[src/rtl/tx_chan_sched.sv]
// Round-robin scheduler sharing one TX list processor between NCHAN DMA channels.
// Grants one requester, starts the list processor and routes its outcome back.
module tx_chan_sched #(
    parameter int unsigned NCHAN   = 5,
    parameter int unsigned CHW     = 3,
    parameter int unsigned TIMEOUT = 1024
) (
    input  logic                  macPITxClk,
    input  logic                  macPITxClkHardRst_n,
    input  logic                  macPITxClkSoftRst_n,
    input  logic [NCHAN-1:0]      chanReq,
    input  logic [32*NCHAN-1:0]   chanStatusPtr,
    input  logic                  lpDone_p,
    input  logic                  lpHalt_p,
    input  logic                  lpDead_p,
    input  logic                  lpProgress_p,
    input  logic                  lpAbortAck_p,
    output logic                  lpStart_p,
    output logic [31:0]           lpStatusPtr,
    output logic [CHW-1:0]        lpChanId,
    output logic                  lpAbort_p,
    output logic [NCHAN-1:0]      chanGrant,
    output logic [NCHAN-1:0]      chanHalt_p,
    output logic [NCHAN-1:0]      chanDead_p,
    output logic                  timeoutErr,
    output logic [5:0]            schedState
);

    localparam int unsigned SW = CHW + 1;
    localparam int unsigned WDW = 16;
    localparam logic [WDW-1:0] WD_LAST = WDW'((TIMEOUT == 0) ? 0 : TIMEOUT - 1);

    typedef enum logic [5:0] {
        IDLE    = 6'b000001,
        ARB     = 6'b000010,
        START   = 6'b000100,
        BUSY    = 6'b001000,
        ABORT   = 6'b010000,
        RELEASE = 6'b100000
    } state_t;

    typedef enum logic [1:0] {
        OC_NONE = 2'd0,
        OC_HALT = 2'd1,
        OC_DEAD = 2'd2
    } outcome_t;

    state_t               state, stateNxt;
    outcome_t             outcome, outcomeNxt;
    logic [CHW-1:0]       rrPtr, rrPtrNxt;
    logic [WDW-1:0]       wdCnt, wdCntNxt;

    logic                 lpStartNxt;
    logic [31:0]          lpStatusPtrNxt;
    logic [CHW-1:0]       lpChanIdNxt;
    logic                 lpAbortNxt;
    logic [NCHAN-1:0]     chanGrantNxt;
    logic [NCHAN-1:0]     chanHaltNxt;
    logic [NCHAN-1:0]     chanDeadNxt;
    logic                 timeoutErrNxt;

    logic                 winFound;
    logic [CHW-1:0]       winIdx;
    logic [SW-1:0]        sumIdx;
    logic [CHW-1:0]       candIdx;
    logic                 wdExpire;

    // First requester at or above rrPtr, wrapping modulo NCHAN.
    always_comb begin
        winFound = 1'b0;
        winIdx   = '0;
        sumIdx   = '0;
        candIdx  = '0;
        for (int unsigned k = 0; k < NCHAN; k++) begin
            sumIdx  = SW'(rrPtr) + SW'(k);
            candIdx = (sumIdx >= SW'(NCHAN)) ? CHW'(sumIdx - SW'(NCHAN)) : CHW'(sumIdx);
            if (!winFound && chanReq[candIdx]) begin
                winFound = 1'b1;
                winIdx   = candIdx;
            end
        end
    end

    assign wdExpire = (TIMEOUT != 0) && (wdCnt == WD_LAST) && !lpProgress_p;

    // Next-state and registered-output values.
    always_comb begin
        stateNxt       = state;
        outcomeNxt     = outcome;
        rrPtrNxt       = rrPtr;
        wdCntNxt       = wdCnt;
        lpStartNxt     = 1'b0;
        lpStatusPtrNxt = lpStatusPtr;
        lpChanIdNxt    = lpChanId;
        lpAbortNxt     = lpAbort_p;
        chanGrantNxt   = chanGrant;
        chanHaltNxt    = '0;
        chanDeadNxt    = '0;
        timeoutErrNxt  = timeoutErr;

        case (state)
            IDLE: begin
                if (|chanReq) stateNxt = ARB;
            end
            ARB: begin
                if (winFound) begin
                    lpChanIdNxt    = winIdx;
                    chanGrantNxt   = NCHAN'(1) << winIdx;
                    lpStatusPtrNxt = chanStatusPtr[32*winIdx +: 32];
                    stateNxt       = START;
                end else begin
                    stateNxt = IDLE;
                end
            end
            START: begin
                lpStartNxt = 1'b1;
                wdCntNxt   = '0;
                outcomeNxt = OC_NONE;
                stateNxt   = BUSY;
            end
            BUSY: begin
                wdCntNxt = lpProgress_p ? '0 : wdCnt + WDW'(1);
                if (lpDead_p) begin
                    outcomeNxt = OC_DEAD;
                    stateNxt   = RELEASE;
                end else if (lpHalt_p) begin
                    outcomeNxt = OC_HALT;
                    stateNxt   = RELEASE;
                end else if (lpDone_p) begin
                    outcomeNxt = OC_NONE;
                    stateNxt   = RELEASE;
                end else if (!chanReq[lpChanId]) begin
                    lpAbortNxt = 1'b1;
                    stateNxt   = ABORT;
                end else if (wdExpire) begin
                    lpAbortNxt    = 1'b1;
                    timeoutErrNxt = 1'b1;
                    outcomeNxt    = OC_DEAD;
                    stateNxt      = ABORT;
                end
            end
            ABORT: begin
                // Dead reported while stopping outranks halt.
                if (lpDead_p) begin
                    outcomeNxt = OC_DEAD;
                end else if (lpHalt_p && (outcome != OC_DEAD)) begin
                    outcomeNxt = OC_HALT;
                end
                if (lpAbortAck_p) stateNxt = RELEASE;
            end
            RELEASE: begin
                if (outcome == OC_HALT) chanHaltNxt = chanGrant;
                if (outcome == OC_DEAD) chanDeadNxt = chanGrant;
                chanGrantNxt = '0;
                lpAbortNxt   = 1'b0;
                rrPtrNxt     = (lpChanId == CHW'(NCHAN - 1)) ? '0 : lpChanId + CHW'(1);
                stateNxt     = IDLE;
            end
            default: begin
                stateNxt = IDLE;
            end
        endcase

        // Soft reset returns everything to its power-on values on this edge.
        if (!macPITxClkSoftRst_n) begin
            stateNxt       = IDLE;
            outcomeNxt     = OC_NONE;
            rrPtrNxt       = '0;
            wdCntNxt       = '0;
            lpStartNxt     = 1'b0;
            lpStatusPtrNxt = '0;
            lpChanIdNxt    = '0;
            lpAbortNxt     = 1'b0;
            chanGrantNxt   = '0;
            chanHaltNxt    = '0;
            chanDeadNxt    = '0;
            timeoutErrNxt  = 1'b0;
        end
    end

    always_ff @(posedge macPITxClk or negedge macPITxClkHardRst_n) begin
        if (!macPITxClkHardRst_n) begin
            state       <= IDLE;
            outcome     <= OC_NONE;
            rrPtr       <= '0;
            wdCnt       <= '0;
            lpStart_p   <= 1'b0;
            lpStatusPtr <= '0;
            lpChanId    <= '0;
            lpAbort_p   <= 1'b0;
            chanGrant   <= '0;
            chanHalt_p  <= '0;
            chanDead_p  <= '0;
            timeoutErr  <= 1'b0;
        end else begin
            state       <= stateNxt;
            outcome     <= outcomeNxt;
            rrPtr       <= rrPtrNxt;
            wdCnt       <= wdCntNxt;
            lpStart_p   <= lpStartNxt;
            lpStatusPtr <= lpStatusPtrNxt;
            lpChanId    <= lpChanIdNxt;
            lpAbort_p   <= lpAbortNxt;
            chanGrant   <= chanGrantNxt;
            chanHalt_p  <= chanHaltNxt;
            chanDead_p  <= chanDeadNxt;
            timeoutErr  <= timeoutErrNxt;
        end
    end

    assign schedState = state;

endmodule
[config.mk]
export PLATFORM = sky130hd
export DESIGN_NAME = tx_chan_sched
export DESIGN_NICKNAME = d
export VERILOG_FILES = /design/src/rtl/tx_chan_sched.sv
export SDC_FILE = /design/constraint.sdc
export NUM_CORES = 1
export LEC_CHECK = 0
export CAP_MARGIN = 0
export CELL_PAD_IN_SITES_DETAIL_PLACEMENT = 1
export CELL_PAD_IN_SITES_GLOBAL_PLACEMENT = 2
export CORE_MARGIN = 2
export CORE_UTILIZATION = 25
export DETAILED_ROUTE_END_ITERATION = 12
export PLACE_DENSITY_LB_ADDON = 0.1
export SLEW_MARGIN = 20
export SYNTH_ARGS = -nofsm -noshare
export SYNTH_HDL_FRONTEND = slang
export SYNTH_SLANG_ARGS = --single-unit
[constraint.sdc]
create_clock -name macPITxClk -period 4.8 [get_ports macPITxClk]
set_clock_uncertainty 0.15 [all_clocks]
set_input_delay 0.72 -clock macPITxClk [delete_from_list [all_inputs] [get_ports macPITxClk]]
set_output_delay 0.72 -clock macPITxClk [all_outputs]
set_load 0.03 [all_outputs]
### Word-level counts from Yosys, hierarchy flattened

Cells that the tools add are included.

* add/subtract/negate cells: 11
* order comparisons: 11
* equality and inequality tests: 35
* shift operators: 2
* mux-type cells: 82
* reductions and logical operators: 18

Operators by type and width (count)
* variable part select 160 x 9 -> 32 bit: 1
* 2-to-1 mux 32 bit: 3
* 2-to-1 mux 3 bit: 17
* 2-to-1 mux 6 bit: 8
* 2-to-1 mux 5 bit: 8
* 2-to-1 mux 16 bit: 2
* case mux 16 bit (2 select lines): 1
* case mux 6 bit (5 select lines): 1
* 2-to-1 mux 1 bit: 25
* less-than comparator 3 x 4 -> 1 bit, second input constant: 6
* binary-select mux 1 bit (select 3 bit): 6
* != test 3 bit, second input constant: 6
* adder 16 x 1 -> 16 bit, second input constant: 1
* == test 16 x 10 -> 1 bit, second input constant: 1
* >= comparator 4 x 3 -> 1 bit, second input constant: 4
* 2-to-1 mux 2 bit: 8
* subtractor 3 bit, second input constant: 5
* != test 2 x 1 -> 1 bit, second input constant: 6
* != test 6 bit, second input constant: 2
* case mux 5 bit (2 select lines): 1
* != test 3 x 1 -> 1 bit, second input constant: 3
* adder 3 x 2 -> 4 bit, second input constant: 2
* != test 2 bit, second input constant: 4
* != test 4 bit, second input constant: 2
* 26 further kinds: 36

* register bits: 80
* bits of input ports: 173
* output and inout port bits: 59
* logic and storage cells: 171

### Depth between registers and ports, before layout

* depth after elaboration: 21
* mapped depth: 17
* depth with buffers taken out: 14

### Least setup slack after synthesis

No wires, ideal clock.

* path kind: register -> register
* start point: register rrPtr[0]
* end point: register lpStatusPtr[20]
* setup time: 126 ps
* arrival time: 3686 ps
* required time: 4524 ps
* slack: 838 ps
* stages on the path, launching flop included: 17
* path buffers: 2
* clock period less this slack: 3962 ps
* cells stage by stage: dfrtp_1 -> inv_1 -> buf_2 -> ha_1 -> inv_1 -> fa_1 -> nor2b_1 -> o21ai_1 -> a311oi_1 -> and2_1 -> nor4_2 -> and2_4 -> o31ai_4 -> buf_4 -> mux2i_1 -> o22ai_1 -> a221o_1

* cells in the longest elaborated chain, start to end: 21
* elaborated cells on any way between the ends: 53
* those cells by class: 9 x add/sub; 5 x order compare; 1 x eq/ne; 1 x shift; 28 x mux; 9 x reduce/logical

RTL lines
* start, declared: RTL line 50 `logic [CHW-1:0] rrPtr, rrPtrNxt;`
* start signal, assigned: RTL line 198 `rrPtr <= rrPtrNxt;`
* parallel branches: the longest is 21 deep, another holds adder 3 x 1 -> 4 bit
* end signal, assigned: RTL line 201 `lpStatusPtr <= lpStatusPtrNxt;`
* end, declared: RTL line 19 `output logic [31:0] lpStatusPtr,`

Several ways; the timed one is not identified. The select of a mux whose other input is x is not followed.
A chain may end at the register's enable or synchronous reset.

### Worst setup path in the final report

* start point: register rrPtr[2]
* end point: register lpStatusPtr[15]

The elaborated chain is that of the path after synthesis.

==> results.toml <==
[setup_path]
worstPathCellList = "ha_1 > a21oi_1 > and3_1 > a311oi_1 > a41oi_2 > a2111oi_1 > nor3_1 > a21oi_4 > buf_12 > mux2_1 > a222oi_1 > nand2_1"
critPathRequiredTime_ns = 4.88
cp_max_fo = 29
crit_arrival_ns = 4.45
end_kind = "flop"
critPathLaunchType = "flop"
worstSetupPathType = "reg2reg"
slowest_delay_ns = 0.63
cp_slowest_cell = "dfrtp_1"

[drt]
drt_iter0_drc = 249
drcViolationCount = 0
avgRoutedWirePerCell_um = 20.6
routed_wl_mm = 23.3
vias = 5866
avgViaCountPerCell = 5.19
ant_nets = 0
dr.pass1.iters = 5

[job]
cap_violations = 0

[clock_tree]
cts_resized = 0
clkSlewWorstSetupHoldPaths_ns = 0.07
cts_setup_buffers = 0
htreeDepth = 3
cts_buffers = 9
cts-root-buf = "clkbuf_16"
cts_tree = "built"
clk_latency_ns = 0.34
holdBufCountCts = 0
cts_buffer_depth = 2
cts_num_sinks = 80

[power_and_ir_drop]
powerDensity_mw_per_mm2 = 218
fin_total_pwr_mw = 1.91
power_leakage_nw = 3.77
vdd_ir_drop_max_mv = 0.125

[cells_and_area]
final_common_cell = "clkdlybuf4s50_1"
fillers = 2580
n_antenna_cell = 0
drive_above_1_share = 0.111
final_core_util = 0.386
synthToLayoutAreaGrowth_pct = 51.1
fin_nets = 1026
layout_common_cells = "230 x clkdlybuf4s50_1, 93 x nand2_1, 79 x dfrtp_1"

[grt]
globalRouteTotalUtil = 0.192
grt_pass1_wl_mm = 36.3
antenna_found_initial = 0
grt_overflow = 0
grt_pass1_vias = 6414
grt_max_degree = 48

[sta]
fin_ws_ns = 0.436
period_share = 0.909
timing.slew.headroom = 0.467
finalHoldViolations = 0
setup_viol = 0
fmax_mhz = 229
rsz0062_at_grt = "false"
tightest_slew_ns = 0.796
fin_setup_tns_ns = 0
fin_crit_ns = 4.36
slew_viol_final = 0

[yosys]
avgSynthCellArea_um2 = 9.39
synthArstFlopShare = 1.00
synth_edf_count = 0
synthesis.nets = 800
seq_area_frac_synth = 0.347
postSynthCellCount = 615
synthFlopType = "dfrtp_1"
yosys_register_bits = 80
netlist_area_mm2 = 0.00578
yosysWarnings = 0
ys_types = 79

[die]
io_pins = 232
die_h_um = 156
die_w_um = 156
dieArea_mm2 = 0.0243
initial_core_util = 0.255
rows = 55
core_mm2 = 0.0226

[placement]
gp_congestion = 0.817
portBuffers = 231
dpl.hpwl_mm = 18.3
place_ws_ns = 0.410

[hold_path]
hold_class = "in2async"

[run_status]
outcome = "finished clean"
-- worst max-delay path, delay by kind of cell, from the launching register on --
kind | cells | cell delay, ns
flops | 1 | 0.63
mux | 1 | 0.35
compound gates | 6 | 1.83
buf+inv | 1 | 0.24
simple gates | 3 | 0.51
fa+ha+maj | 1 | 0.53
-- layout make-up --
class | instances | area, um^2 | area share
Clock buffer | 11 | 243 | 0.0278
Tap cell | 285 | 357 | 0.0408
Clock inverter | 5 | 61.3 | 0.00702
Multi-Input combinational cell | 477 | 3480 | 0.399
Inverter | 18 | 67.6 | 0.00774
Timing Repair Buffer | 255 | 2510 | 0.288
Sequential cell | 80 | 2000 | 0.229
-- cells by family after synthesis --
logic type	synth area share
adder cells (fa/ha/maj)	0.0273
AO/OA/AOI/OAI	0.216
AND/OR/NAND/NOR	0.185
buffers and inverters	0.0537
flip-flops	0.347
XOR/XNOR	0.0106
multiplexers	0.162
-- through the flow --
stage               cell area [um^2]  std cells  hold WS (ns)
floorplan                       5780        615         0.274
global placement                8430       1115         0.322
detailed placement              8430       1115         0.334
CTS                             8730       1131         0.300
global route                    8730       1131         0.328
finish                          8730       1131         0.264
-- synthesized netlist by cell type, types with 3 or more instances --
library cell  instances  share of area
clkbuf_1             13         0.0084
nor2_1               27          0.018
a222oi_1             18          0.031
a211oi_1              8          0.010
buf_6                 7          0.014
a21o_1                4         0.0052
nand3_1              13          0.011
buf_2                14          0.012
and2_1               13          0.014
a221o_1              15          0.026
a21boi_0              3         0.0039
mux2_4                7          0.018
and3_1               10          0.011
nor4_1                5         0.0054
buf_4                 6         0.0078
mux2_1               12          0.023
o31ai_1               4         0.0052
ha_1                 11          0.024
nor3_1               11         0.0095
mux2i_1              40          0.069
o21ai_0              29          0.025
o22ai_1              17          0.018
mux2_2               22          0.043
nor3b_1               4         0.0052
nand2_1              93          0.060
xor2_1                5         0.0076
inv_1                18          0.012
nand2b_1              6         0.0065
a21oi_1              18          0.016
nand3b_1              3         0.0039
a22o_1                3         0.0045
o21ai_1               3         0.0026
dfrtp_1              79           0.34
nor2b_1              11          0.012
-- routing by layer --
layer | routed length [um] | GRT usage | part of all wire
met1 | 9850 | 0.231 | 0.42
met2 | 11800 | 0.336 | 0.51
met3 | 1410 | 0.0575 | 0.061
met4 | 254 | 0.0437 | 0.011
met5 | 0 | 0 | 0
-- report_power, final --
part           switching [mW]  internal, mW  total [mW]  leakage (nW)
registers              0.0209         0.697       0.718          1.11
logic                   0.210         0.255       0.466          2.51
clock network           0.299         0.423       0.722         0.151
total                   0.531          1.38        1.91          3.77
-- state kept, by name, indices dropped and copies added, names as in the netlist, 2 cells and up --
register and flops:
lpStatusPtr 32, wdCnt 16, schedState 6, chanDead_p 5
chanGrant 5, chanHalt_p 5, lpChanId 3, rrPtr 3
outcome 2
-- path summary, 6_finish.rpt --
| check | startpoint | to | slack, ns | depth (start not counted) |
|---|---|---|---|---|
| setup / recovery | rrPtr[2]$_DFFE_PN0N_ | lpStatusPtr[15]$_DFFE_PN0P_ | 0.44 | 12 |
| hold / removal | macPITxClkHardRst_n | wdCnt[4]$_DFFE_PN0P_ | 0.26 | 1 |
| setup reg to reg | rrPtr[2]$_DFFE_PN0N_ | lpStatusPtr[15]$_DFFE_PN0P_ | 0.44 | 12 |
| min in group macPITxClk | wdCnt[4]$_DFFE_PN0P_ | wdCnt[4]$_DFFE_PN0P_ | 0.36 | 1 |
| hold reg to reg | wdCnt[4]$_DFFE_PN0P_ | wdCnt[4]$_DFFE_PN0P_ | 0.36 | 1 |
| max in group asynchronous | macPITxClkHardRst_n | schedState[4]$_DFFE_PN0P_ | 3.30 | 2 |
Note: power is estimated with default switching activity, not from simulation.
